## src/rtl/multicycle_alu.sv

```systemverilog
// multicycle_alu: ALU with iterative MUL/DIVU, start/busy/done handshake and registered outputs
module multicycle_alu #(
  parameter int WIDTH      = 32,
  parameter bit ENABLE_DIV = 1'b1
) (
  input  logic             clk,
  input  logic             rst,
  input  logic             start,
  input  logic [2:0]       op,
  input  logic [WIDTH-1:0] src_a,
  input  logic [WIDTH-1:0] src_b,
  output logic [WIDTH-1:0] result,
  output logic [WIDTH-1:0] result_hi,
  output logic             zero_flag,
  output logic             div_by_zero,
  output logic             busy,
  output logic             done
);
  localparam int CW = $clog2(WIDTH + 1);
  typedef enum logic [1:0] {IDLE, RUN, DONE} state_t;
  state_t state_q, state_d;
  logic [WIDTH-1:0] result_q, result_d, result_hi_q, result_hi_d;
  logic [WIDTH-1:0] hi_q, hi_d, lo_q, lo_d, b_q, b_d;
  logic [WIDTH-1:0] single, step_hi, step_lo;
  logic [WIDTH:0] mul_sum, div_shift, div_diff;
  logic [CW-1:0] cnt_q, cnt_d;
  logic zero_q, zero_d, dbz_q, dbz_d, busy_q, busy_d, done_q, done_d;
  logic is_div_q, is_div_d, div_ge, accept, multi;
  assign result      = result_q;
  assign result_hi   = result_hi_q;
  assign zero_flag   = zero_q;
  assign div_by_zero = dbz_q;
  assign busy        = busy_q;
  assign done        = done_q;
  // hi/lo hold the product halves for MUL and remainder/quotient for DIVU
  always_comb begin
    mul_sum   = {1'b0, hi_q} + (lo_q[0] ? {1'b0, b_q} : '0);
    div_shift = {hi_q, lo_q[WIDTH-1]};
    div_diff  = div_shift - {1'b0, b_q};
    div_ge    = div_shift >= {1'b0, b_q};
    step_hi   = is_div_q ? (div_ge ? div_diff[WIDTH-1:0] : div_shift[WIDTH-1:0]) : mul_sum[WIDTH:1];
    step_lo   = is_div_q ? {lo_q[WIDTH-2:0], div_ge} : {mul_sum[0], lo_q[WIDTH-1:1]};
    single    = '0;
    case (op)
      3'b000:  single = src_a & src_b;
      3'b001:  single = src_a | src_b;
      3'b010:  single = src_a + src_b;
      3'b100:  single = src_a - src_b;
      3'b110:  single = WIDTH'(src_a < src_b);
      3'b111:  single = WIDTH'($signed(src_a) < $signed(src_b));
      default: single = '0;
    endcase
    multi       = (op == 3'b101) || (op == 3'b011 && ENABLE_DIV);
    accept      = start && state_q != RUN;
    state_d     = state_q;
    result_d    = result_q;
    result_hi_d = result_hi_q;
    zero_d      = zero_q;
    dbz_d       = dbz_q;
    busy_d      = busy_q;
    done_d      = 1'b0;
    hi_d        = hi_q;
    lo_d        = lo_q;
    b_d         = b_q;
    is_div_d    = is_div_q;
    cnt_d       = cnt_q;
    if (accept) begin
      dbz_d = 1'b0;
      if (multi) begin
        hi_d     = '0;
        lo_d     = src_a;
        b_d      = src_b;
        is_div_d = op == 3'b011;
        cnt_d    = '0;
        busy_d   = 1'b1;
        state_d  = RUN;
      end else begin
        result_d    = single;
        result_hi_d = '0;
        zero_d      = single == '0;
        done_d      = 1'b1;
        state_d     = DONE;
      end
    end else if (state_q == RUN) begin
      hi_d  = step_hi;
      lo_d  = step_lo;
      cnt_d = cnt_q + 1'b1;
      // a zero divisor naturally yields all-ones quotient and remainder = a
      if (cnt_q == CW'(WIDTH - 1)) begin
        result_d    = step_lo;
        result_hi_d = step_hi;
        zero_d      = step_lo == '0;
        dbz_d       = is_div_q && b_q == '0;
        busy_d      = 1'b0;
        done_d      = 1'b1;
        state_d     = DONE;
      end
    end else if (state_q == DONE) begin
      state_d = IDLE;
    end
  end
  always_ff @(posedge clk) begin
    if (rst) begin
      state_q     <= IDLE;
      result_q    <= '0;
      result_hi_q <= '0;
      zero_q      <= 1'b1;
      dbz_q       <= 1'b0;
      busy_q      <= 1'b0;
      done_q      <= 1'b0;
      hi_q        <= '0;
      lo_q        <= '0;
      b_q         <= '0;
      is_div_q    <= 1'b0;
      cnt_q       <= '0;
    end else begin
      state_q     <= state_d;
      result_q    <= result_d;
      result_hi_q <= result_hi_d;
      zero_q      <= zero_d;
      dbz_q       <= dbz_d;
      busy_q      <= busy_d;
      done_q      <= done_d;
      hi_q        <= hi_d;
      lo_q        <= lo_d;
      b_q         <= b_d;
      is_div_q    <= is_div_d;
      cnt_q       <= cnt_d;
    end
  end
endmodule

```

## config.mk

```make
export PLATFORM = sky130hd
export DESIGN_NAME = multicycle_alu
export DESIGN_NICKNAME = d
export VERILOG_FILES = /design/src/rtl/multicycle_alu.sv
export SDC_FILE = /design/constraint.sdc
export NUM_CORES = 1
export LEC_CHECK = 0
export ABC_AREA = 1
export BUFFER_PORTS_ARGS = -buffer_cell sky130_fd_sc_hd__buf_2
export CORE_ASPECT_RATIO = 0.6
export CORE_MARGIN = 3
export CORE_UTILIZATION = 36
export CTS_CLUSTER_DIAMETER = 150
export DETAILED_ROUTE_END_ITERATION = 8
export PLACE_DENSITY = 0.55
export SLEW_MARGIN = 10
export SYNTH_ARGS = -nofsm -noshare
export SYNTH_HDL_FRONTEND = slang
export SYNTH_SLANG_ARGS = --single-unit
```

## constraint.sdc

```tcl
create_clock -name clk -period 7.8 [get_ports clk]
set_clock_uncertainty 0.2 [all_clocks]
set_input_delay 0.78 -clock clk [delete_from_list [all_inputs] [get_ports clk]]
set_output_delay 0.78 -clock clk [all_outputs]
set_load 0.1 [all_outputs]
```

==> results.txt <==
placed insts = 3750
Setup Crit Path Kind = flop to flop
Tcrit/Tclk final = 0.546
Final Instance Area = 19700 µm²
main combinational cell family by area after synthesis = simple AND/OR/NAND/NOR gates
I/O pins = 138
RSZ-0062 raised after global routing = no
min setup slack post-route = 3.54 ns
setup tns final = 0 ns
GRT busiest layer = met1
Comb pwr share = 0.455
Post-CTS Setup Repair Bufs = 0
Net Switching = 1.78 mW
post-CTS sizing = 0
Initial Utilization = 0.370
reg2reg start = b_q[30]
syn avg cell area = 5.83 µm²
sequential-to-total area share from yosys stat = 0.193
EDFF count, synth = 0
final setup violation count = 0
Post-Syn Instances = 3082
mux contribution to synthesized area = 0.000557
max_cap viols = 0
Crit path required time = 7.92 ns
crit end category = flop
CTS tree = built
power density over cell area = 184 nW/µm²
# rows = 62
slowest CP cell = nor2_2
syn nets = 3320
number of global-route vias before repair = 19000
clock root cell = clkbuf_16
Layout Utilization = 0.405
post-synthesis compound-gate area fraction = 0.213
max incr delay on CP = 0.72 ns
status = completed
top cell type's share of synthesized area = 0.193
Fill cells = 5455
sequential power share = 0.287
remaining antenna violation count = 0
flop2flop setup slack = 3.54 ns
async set-or-reset flop fraction in the synthesized netlist = 0
Port Buf Inserts = 137
initial antenna violation count = 0
clk slew on worst S/H paths = 0.08 ns
Synth Area in Adders = 0.119
worst min path class = flop to flop
max_slew headroom = 0.185
Total Wirelength = 87200 µm
post-synth top area cell = dfxtp_1
Worst setup startpoint = b_q[30]
H-tree lvl count = 4
Clk pwr share = 0.258
Post-Synth Simple-Gate Area = 0.322
global placement routability congestion = 1.11
drt first pass iters = 6
clk_lat worst skew = 0.47 ns
Slew Viols, Final = 0
DRC = 0
WP data arrival = 4.38 ns
total power = 3.62 mW
Switching Fraction = 0.492
total number of vias = 21400
Die Width = 294 µm
nets = 3367
final cell count without fillers = 3783
Max Freq = 0.235 GHz
Synth Area in XOR/XNOR = 0.0185
deepest clock path buffer count = 2
Global Route Usage Sum = 0.325
met2 GRT Util = 0.394
synth unique cells = 55
min cycle time layout = 4.26 ns
final hold slack = 0.264 ns
crit-path cells = inv_1 -> ha_1 -> a21o_1 -> a211oi_1 -> o21ai_1 -> a21oi_2 -> nand2_4 -> nor2_2 -> nand2_1 -> o211ai_1 -> a21oi_1
startpoint types = flop
Post-Synthesis Cell Area = 18000 µm²
Max FO, Critical Path = 31
gr ovfl total = 0
first-pass GRT wire length = 126000 µm
peak supply drop = 166 µV
CTS Buf Count = 17
Synth Warn # = 0
drt wl/cell = 23.0 µm
worst reg2reg endpoint = result_hi[1]
CTS Hold Bufs = 0
Setup WS pre-CTS = 3.52 ns
HPWL Detailed = 70800 µm
leak pwr = 10.0 nW
Synth Register Bits = 173
FF-to-FF path depth = 11
met1 usage = 0.512
vias per std cell = 5.67
Power Internal = 1.84 mW
die height = 179 µm
core box area = 48600 µm²
clock sink total = 173
Area after DPL = 19100 µm²
largest net degree at the start of global routing = 100
P&R area growth vs syn = 9.39%
DR iter-0 viols = 2593
met3 usage = 0.131
Final Hold Violating Endpoints = 0
synth top area cells = dfxtp_1, nand2_1, ha_1
Die Area = 52700 µm²
worst setup path endpoint = result_hi[1]
Least-Margin Pin Slew = 1.21 ns
prevailing post-synth register cell = dfxtp_1
layout cells sized above 1 = 0.0742
==> worst min-delay path by stage <==
stage | start | cells past startpoint | to | slack (ns)
floorplan | lo_q[19] | 2 | lo_q[19] | 0.24
finish | busy | 2 | busy | 0.26
detailed placement | busy | 2 | busy | 0.26
global route | lo_q[13] | 2 | lo_q[13] | 0.30
global placement | busy | 2 | busy | 0.25
CTS | busy | 2 | busy | 0.27
==> Yosys cell counts, types with 2 or more instances <==
master    instances
a21oi_1         263
nor4_1           16
a31o_2            2
dfxtp_1         173
clkbuf_1         84
a211oi_1          3
o22ai_1          27
o21ai_0         298
o221ai_1          2
nand3_1         204
o21a_1            5
and2_1            6
nand3_2           2
or2_2            19
nand2_2          12
nor3_1           26
inv_1           499
a31o_1            8
nand2_4           2
xnor2_1          22
and3_1            3
buf_1             8
o21bai_1         13
o211ai_1          5
nor2_1          247
buf_12            2
fa_1              4
a31oi_1          48
o21ai_1           3
nand3b_1         13
nor3b_1           2
clkinv_1          2
ha_1            164
nand4_1          46
buf_2            27
xor2_1           16
a21o_1           16
nand2_1         773
==> power groups by stage <==
stage / sequential, mW / combinational (mW) / clock [mW]
after floorplan: 1.23 / 0.922 / 0
after global placement: 1.05 / 1.59 / 0
after detailed placement: 1.05 / 1.59 / 0
after CTS: 1.03 / 1.60 / 0.943
after global routing: 1.04 / 1.77 / 0.976
final: 1.04 / 1.65 / 0.934
==> cell type report <==
class / count / area (µm²) / area share
clock inverters: 15 / 173 / 0.00878
clock buffers: 17 / 425 / 0.0216
inverters: 501 / 1880 / 0.0958
multi-input cells: 2285 / 12100 / 0.616
flip-flops and latches: 173 / 3460 / 0.176
well taps: 640 / 801 / 0.0407
repair buffers: 151 / 791 / 0.0402
diodes: 1 / 2.50 / 0.000127
==> state kept, by name, indices dropped and copies added, names as in the netlist <==
register / cells
state_q: 2
cnt_q: 6
busy: 1
hi_q: 32
div_by_zero: 1
zero_flag: 1
lo_q: 32
done: 1
is_div_q: 1
result_hi: 32
b_q: 32
result: 32
==> placed cells by master, fill, tap and decap left out, types with 3 or more instances in the layout <==
| cell type | count |
|---|---|
| a211oi_1 | 3 |
| a21o_1 | 16 |
| a21oi_1 | 263 |
| a31o_1 | 8 |
| a31oi_1 | 48 |
| and2_1 | 6 |
| and3_1 | 3 |
| buf_2 | 137 |
| buf_4 | 14 |
| clkbuf_16 | 17 |
| dfxtp_1 | 172 |
| fa_1 | 4 |
| ha_1 | 164 |
| inv_1 | 497 |
| inv_6 | 3 |
| inv_8 | 5 |
| nand2_1 | 771 |
| nand2_2 | 13 |
| nand2_4 | 3 |
| nand3_1 | 204 |
| nand3b_1 | 13 |
| nand4_1 | 46 |
| nor2_1 | 245 |
| nor3_1 | 26 |
| nor4_1 | 16 |
| o211ai_1 | 5 |
| o21a_1 | 5 |
| o21ai_0 | 298 |
| o21ai_1 | 3 |
| o21bai_1 | 13 |
| o22ai_1 | 27 |
| or2_2 | 19 |
| xnor2_1 | 22 |
| xor2_1 | 16 |
==> worst max-delay path: cells and delay by family, from the launching register on <==
family	cells	cell delay [ns]
buf+inv	1	0.08
simple gates	3	1.27
fa+ha+maj	1	0.34
compound gates	6	1.74
flops	1	0.46
==> routing by layer <==
layer / share of wire / routed length, µm
met1: 0.49 / 43100
met2: 0.34 / 29600
met3: 0.15 / 13100
met4: 0.015 / 1340
met5: 0 / 0
==> cells by family (layout without fill, tap and decap cells) <==
| group | Yosys count | in the layout |
|---|---|---|
| AND/OR/NAND/NOR | 1373 | 1373 |
| AO/OA/AOI/OAI | 705 | 705 |
| buffers and inverters | 624 | 684 |
| flip-flops | 173 | 173 |
| adder cells (fa/ha/maj) | 168 | 168 |
| XOR/XNOR | 38 | 38 |
| multiplexers | 1 | 1 |
| other | 0 | 1 |
Note: power is estimated with default switching activity, not from simulation.
